`config.mk`:
```
export PLATFORM = sky130hd
export DESIGN_NAME = dependent_variable_encoding
export DESIGN_NICKNAME = d
export VERILOG_FILES = /design/src/rtl/dependent_variable_encoding.sv
export SDC_FILE = /design/constraint.sdc
export NUM_CORES = 1
export LEC_CHECK = 0
export ABC_CLOCK_PERIOD_IN_PS = 7300
export BUFFER_PORTS_ARGS = -buffer_cell sky130_fd_sc_hd__buf_2
export CELL_PAD_IN_SITES_DETAIL_PLACEMENT = 0
export CELL_PAD_IN_SITES_GLOBAL_PLACEMENT = 1
export CORE_MARGIN = 2
export CORE_UTILIZATION = 30
export DETAILED_ROUTE_END_ITERATION = 10
export GPL_TIMING_DRIVEN = 1
export PLACE_DENSITY = 0.59
export SKIP_CTS_REPAIR_TIMING = 1
export SYNTH_ARGS = -nofsm -noshare
export SYNTH_HDL_FRONTEND = slang
export SYNTH_SLANG_ARGS = --single-unit
```
`constraint.sdc`:
```
create_clock -name clk -period 7.3 [get_ports clk]
set_clock_uncertainty 0.15 [all_clocks]
set_input_delay 1.46 -clock clk [delete_from_list [all_inputs] [get_ports clk]]
set_output_delay 1.46 -clock clk [all_outputs]
set_load 0.05 [all_outputs]
```
`src/rtl/dependent_variable_encoding.sv`:
```
// Packs variable-length slice header fields (frame_num length from the SPS) MSB-first into 16-bit words.
// Optional macro DEPENDENT_VARIABLE_STOP_BIT_EN: a flush inserts a single 1 stop bit before zero alignment.
`ifndef FRAME_NUM_S
`define FRAME_NUM_S 4'd2
`endif

module dependent_variable_encoding (
   input  logic        clk,
   input  logic        reset,
   input  logic [3:0]  slice_header_state,
   input  logic [3:0]  log2_max_frame_num_minus4,
   input  logic [3:0]  fixed_len,
   input  logic [9:0]  field_value,
   input  logic        field_valid,
   output logic        field_ready,
   input  logic        flush_req,
   output logic [15:0] word_out,
   output logic        word_valid,
   input  logic        word_ready,
   output logic        flush_done,
   output logic        len_error
);

   localparam logic [2:0] S_RUN        = 3'd0;
   localparam logic [2:0] S_FLUSH_WAIT = 3'd1;
`ifdef DEPENDENT_VARIABLE_STOP_BIT_EN
   localparam logic [2:0] S_FLUSH_STOP = 3'd2;
`endif
   localparam logic [2:0] S_FLUSH_PAD  = 3'd3;
   localparam logic [2:0] S_DRAIN      = 3'd4;
   localparam logic [2:0] S_DONE       = 3'd5;

   logic [25:0] r_acc;
   logic [4:0]  r_count;
   logic [2:0]  r_state;
   logic        r_len_error;

   logic [4:0]  w_len;
   logic        w_len_legal;
   logic [9:0]  w_mask;
   logic [5:0]  w_app_shift;
   logic [25:0] w_field_bits;
   logic        w_field_fire;
   logic        w_word_fire;

   always_comb begin
      w_len = {1'b0, fixed_len};
      if (slice_header_state == `FRAME_NUM_S)
         w_len = {1'b0, log2_max_frame_num_minus4} + 5'd4;
   end

   assign w_len_legal  = (w_len <= 5'd10);
   assign w_mask       = ~(10'h3FF << w_len);
   // Count is at most 15 on accept and length at most 10, so the shift never underflows for legal fields.
   assign w_app_shift  = 6'd26 - {1'b0, r_count} - {1'b0, w_len};
   assign w_field_bits = {16'd0, field_value & w_mask} << w_app_shift;

   assign field_ready  = !reset && (r_state == S_RUN) && (r_count < 5'd16) && !flush_req;
   assign word_valid   = !reset && ((r_count >= 5'd16) || (r_state == S_DRAIN));
   assign word_out     = r_acc[25:10];
   assign flush_done   = !reset && (r_state == S_DONE);
   assign len_error    = r_len_error;

   assign w_field_fire = field_valid && field_ready;
   assign w_word_fire  = word_valid && word_ready;

   always_ff @(posedge clk) begin
      if (reset) begin
         r_acc       <= 26'd0;
         r_count     <= 5'd0;
         r_state     <= S_RUN;
         r_len_error <= 1'b0;
      end else begin
         if (w_word_fire) begin
            r_acc   <= {r_acc[9:0], 16'd0};
            r_count <= r_count - 5'd16;
         end else if (w_field_fire && w_len_legal) begin
            r_acc   <= r_acc | w_field_bits;
            r_count <= r_count + w_len;
         end
         if (w_field_fire && !w_len_legal)
            r_len_error <= 1'b1;

         case (r_state)
            S_RUN: begin
               if (flush_req)
                  r_state <= S_FLUSH_WAIT;
            end
            S_FLUSH_WAIT: begin
               if (r_count < 5'd16) begin
`ifdef DEPENDENT_VARIABLE_STOP_BIT_EN
                  r_state <= S_FLUSH_STOP;
`else
                  r_state <= S_FLUSH_PAD;
`endif
               end
            end
`ifdef DEPENDENT_VARIABLE_STOP_BIT_EN
            S_FLUSH_STOP: begin
               r_acc   <= r_acc | (26'd1 << (6'd25 - {1'b0, r_count}));
               r_count <= r_count + 5'd1;
               r_state <= S_FLUSH_PAD;
            end
`endif
            S_FLUSH_PAD: begin
               // A full word here is handed off by the shared transfer path before padding resumes.
               if (r_count == 5'd0) begin
                  r_state <= S_DONE;
               end else if (r_count != 5'd16) begin
                  r_count <= 5'd16;
                  r_state <= S_DRAIN;
               end
            end
            S_DRAIN: begin
               if (w_word_fire) begin
                  r_acc   <= 26'd0;
                  r_count <= 5'd0;
                  r_state <= S_DONE;
               end
            end
            S_DONE:  r_state <= S_RUN;
            default: r_state <= S_RUN;
         endcase
      end
   end

endmodule

```
==> results summary <==
The hold violation count in the final report came out at 0. The critical-path maximum fanout is 21. In this run the remaining antenna-violating nets after routing total 0.

In this run the core area contains 35 standard-cell rows. The number of input and output port buffers inserted came out at between 40 and 50. STA puts the critical path data required time at about 7300 ps. The count of TritonRoute iterations in the first routing pass came out at 4.

The post-detailed-route DRC marker count came out at 0. The number of enable flip-flop cells after synthesis is 0. In the final routed layout, each cell accounts on average for around 17 um. The number of global-route vias before repair came out at roughly 2500. In the post-synthesis netlist, the biggest area contributors are sky130_fd_sc_hd__dfxtp_1, sky130_fd_sc_hd__ha_1, sky130_fd_sc_hd__nor2_1. The final RePlAce weighted congestion is between 0.8 and 0.9. On the worst path, the slowest cell contributes a delay of 1000 ps. The top-level I/O count came out at 47. On the critical path, the stage with the largest delay is an instance of sky130_fd_sc_hd__fa_1. The critical path ends at r_acc[17]. The tightest min-delay check is of the reg2reg type. For flop-to-flop paths, the worst setup slack is 3520 ps.

The cell sitting at the root of the clock tree is a sky130_fd_sc_hd__clkbuf_8. In this run the most critical hold path is launched from r_acc[1]. The standby leakage power is around 1.3 nW. The endpoint identified for the worst register-to-register timing path is r_acc[17]. The clock tree from TritonCTS is done. sky130_fd_sc_hd__dfxtp_1 takes more of the synthesized area than any other cell. The number of clock sinks is 35. The die extent in y is 101 um. The die is 101 um wide. The first-pass GRT wire length came out at about 13000 um.

The mean instance size in the synthesized netlist is 8.12 sq um. The most common cell in the synthesized netlist is sky130_fd_sc_hd__nor2_1. In this run the critical register-to-register path is launched from r_count[1]. The worst setup timing slack at the placement stage is 1510 ps. By count the netlist is led by sky130_fd_sc_hd__nor2_1, sky130_fd_sc_hd__dfxtp_1, sky130_fd_sc_hd__nand2_1. The die area came out at just over 0.01 sq mm. The initial standard-cell utilization of the core came out at 0.309.

The sum of internal, switching and leakage power is 0.581 mW. After floorplanning, the core was sized to cover 0.00920 sq mm. Counting along the longest clock path gives a buffer depth of 2. Compared with the post-synthesis result, the final layout area differs by 11.1%. Setup violations remaining at the end of the flow were counted as 0. The time the worst path needs with I/O delays and setup came out at 5480 ps.

The post-synth net total came out at 392. The largest net degree at the start of global routing came out at 22. Tracing the worst setup path back leads to its startpoint at slice_header_state[0]. The area of the mapped netlist came out at 0.00284 sq mm.

The total wire length is between 8000 and 9000 um. IR analysis of the VDD net gives a maximum drop of approximately 110 uV. The number of distinct standard cells referenced by the synthesized netlist is 70. Measured in cells, the most critical reg-to-reg path has a length of 8. The clock-pin slew reported for the worst setup and hold paths after clock tree synthesis came out at roughly 80 ps. The count of buffering cells on the critical path with inverters included came out at 2. For the pin with the worst max-slew slack, the measured transition is approximately 960 ps. The sequential element share of the synthesized area came out at 0.246.

The H-tree depth is 2. Of the post-synthesis cell area, the dominant cell type holds 0.246. Once detailed placement completed, the half-perimeter wirelength came to approximately 6300 um. The number of antenna violations at the first check in global routing is 0.

The highest achievable clock rate is ~180 MHz. The number of cells on the critical path is 11. The number of warnings issued by yosys is 0. The non-filler instance count after layout is between 400 and 500. The worst-skew pair later-pin latency came out at between 200 and 300 ps. After detailed routing, the number of vias per cell comes to 5.43. The critical setup path kind is in2reg. The total grt overflow came out at 0. The worst slew margin relative to its limit is 0.355.

The number of max-slew violations in the final report came out at 0. In this run, synthesis produced a sequential element count of 35. The worst setup path is launched from a primary input. Setup repair after global routing left no endpoint under its margin.

The number of instances in the placed design came out at around 480. Dividing the final minimum period by the clock period gives 0.751. The total global-route track usage came out at 0.165. Of the cells placed in the final design, the portion with a size suffix greater than 1 is 0.213. On the critical path the largest part of the delay comes from adder cells.

The number of nets at the end of the flow came out at roughly 420. Traced cell by cell, the critical path runs through buf_2 > or4b_4 > nand2_1 > and2_1 > ha_1 > ha_1 > fa_1 > clkinv_1 > mux4_2 > a221oi_2 > o21ai_1. The initial detailed-routing violation count is 100. STA classifies the critical path endpoint as a flop.

The total clock buffers created by CTS is 5. The detailed router placed between 2000 and 3000 vias in this run. Summed over all failing endpoints, the final setup total negative slack is 0 ps. The most instantiated flip-flop cell in the synthesis netlist is sky130_fd_sc_hd__dfxtp_1. The flow ran to the end, and the final reports show no timing, DRC or antenna violations.

The count of max-cap constraint violations came out at 0. In this run the power density over the cells is 184 mW/mm^2. After synthesis, the share of flip-flops with an asynchronous set or reset is 0.

The arrival time at the worst endpoint is 5490 ps. Setup slack closes at approximately 1800 ps. The synthesized instance count came out at 350.

The most numerous cell type found on the critical path is sky130_fd_sc_hd__ha_1. The worst hold path was traced through 2 stages. The count of antenna diodes in the layout is 0.
through the flow:
stage	utilization	area, sq um	hold slack (ps)
finish	0.343	3160	305
global route	0.343	3160	335
CTS	0.343	3160	309
detailed placement	0.331	3050	295
global placement	0.331	3050	288
floorplan	-	2840	276
flip-flops by register name (all words and copies together) (netlist names):
register and flops:
r_acc 26, r_count 5, r_state 3, len_error 1
placed cells by master, fill, tap and decap left out, types with 10 or more instances in the layout:
| cell type | count |
|---|---|
| sky130_fd_sc_hd__inv_1 | 12 |
| sky130_fd_sc_hd__a31oi_1 | 10 |
| sky130_fd_sc_hd__ha_1 | 13 |
| sky130_fd_sc_hd__a21oi_1 | 24 |
| sky130_fd_sc_hd__nand2_1 | 34 |
| sky130_fd_sc_hd__o21ai_1 | 10 |
| sky130_fd_sc_hd__buf_2 | 46 |
| sky130_fd_sc_hd__dfxtp_1 | 35 |
| sky130_fd_sc_hd__nand3_1 | 11 |
| sky130_fd_sc_hd__nor2_1 | 37 |
per-layer routing:
layer / global-route usage / up-vias / wire, um
met4: 0.0312 / 0 / 55
met5: 0 / - / 0
met1: 0.226 / 1271 / 3980
li1: - / 1332 / -
met3: 0.0304 / 6 / 225
met2: 0.272 / 37 / 3880
layout make-up:
class | count | area [sq um]
Clock buffer | 5 | 68.8
Clock inverter | 3 | 43.8
Fill cell | 997 | 6040
Inverter | 14 | 52.6
Multi-Input combinational cell | 270 | 1900
Sequential cell | 35 | 701
Tap cell | 111 | 139
Timing Repair Buffer | 49 | 253
logic make-up (layout without fill, tap and decap cells):
kind of cell	count (synthesis)	in the layout	share of synthesized area
mux	18	18	0.0849
xor+xnor	8	8	0.0246
fa+ha+maj	15	15	0.0713
buf+inv	45	71	0.0849
flops	35	35	0.246
simple gates	124	124	0.222
compound gates	105	105	0.266
how the worst min path moves through the flow:
stage	endpoint	slack, ps
floorplan	r_acc[8]	280
global route	r_acc[12]	330
finish	r_acc[17]	300
global placement	r_acc[7]	290
detailed placement	r_acc[5]	300
CTS	r_acc[7]	310
worst register-to-register path, delay by kind of cell (launching register included):
kind	cells	cell delay (ps)
adders and majority gates	3	1550
buffers and inverters	2	600
muxes	1	600
DFF	1	390
AOI/OAI and AO/OA	2	370
power breakdown:
| group | leakage [nW] | internal (mW) | total, mW | switching [mW] |
|---|---|---|---|---|
| Sequential | 0.283 | 0.196 | 0.200 | 0.00385 |
| Combinational | 0.930 | 0.0727 | 0.205 | 0.132 |
| Clock | 0.0581 | 0.102 | 0.176 | 0.0747 |
| Total | 1.27 | 0.370 | 0.581 | 0.211 |
(Power assumes the default switching activity.)
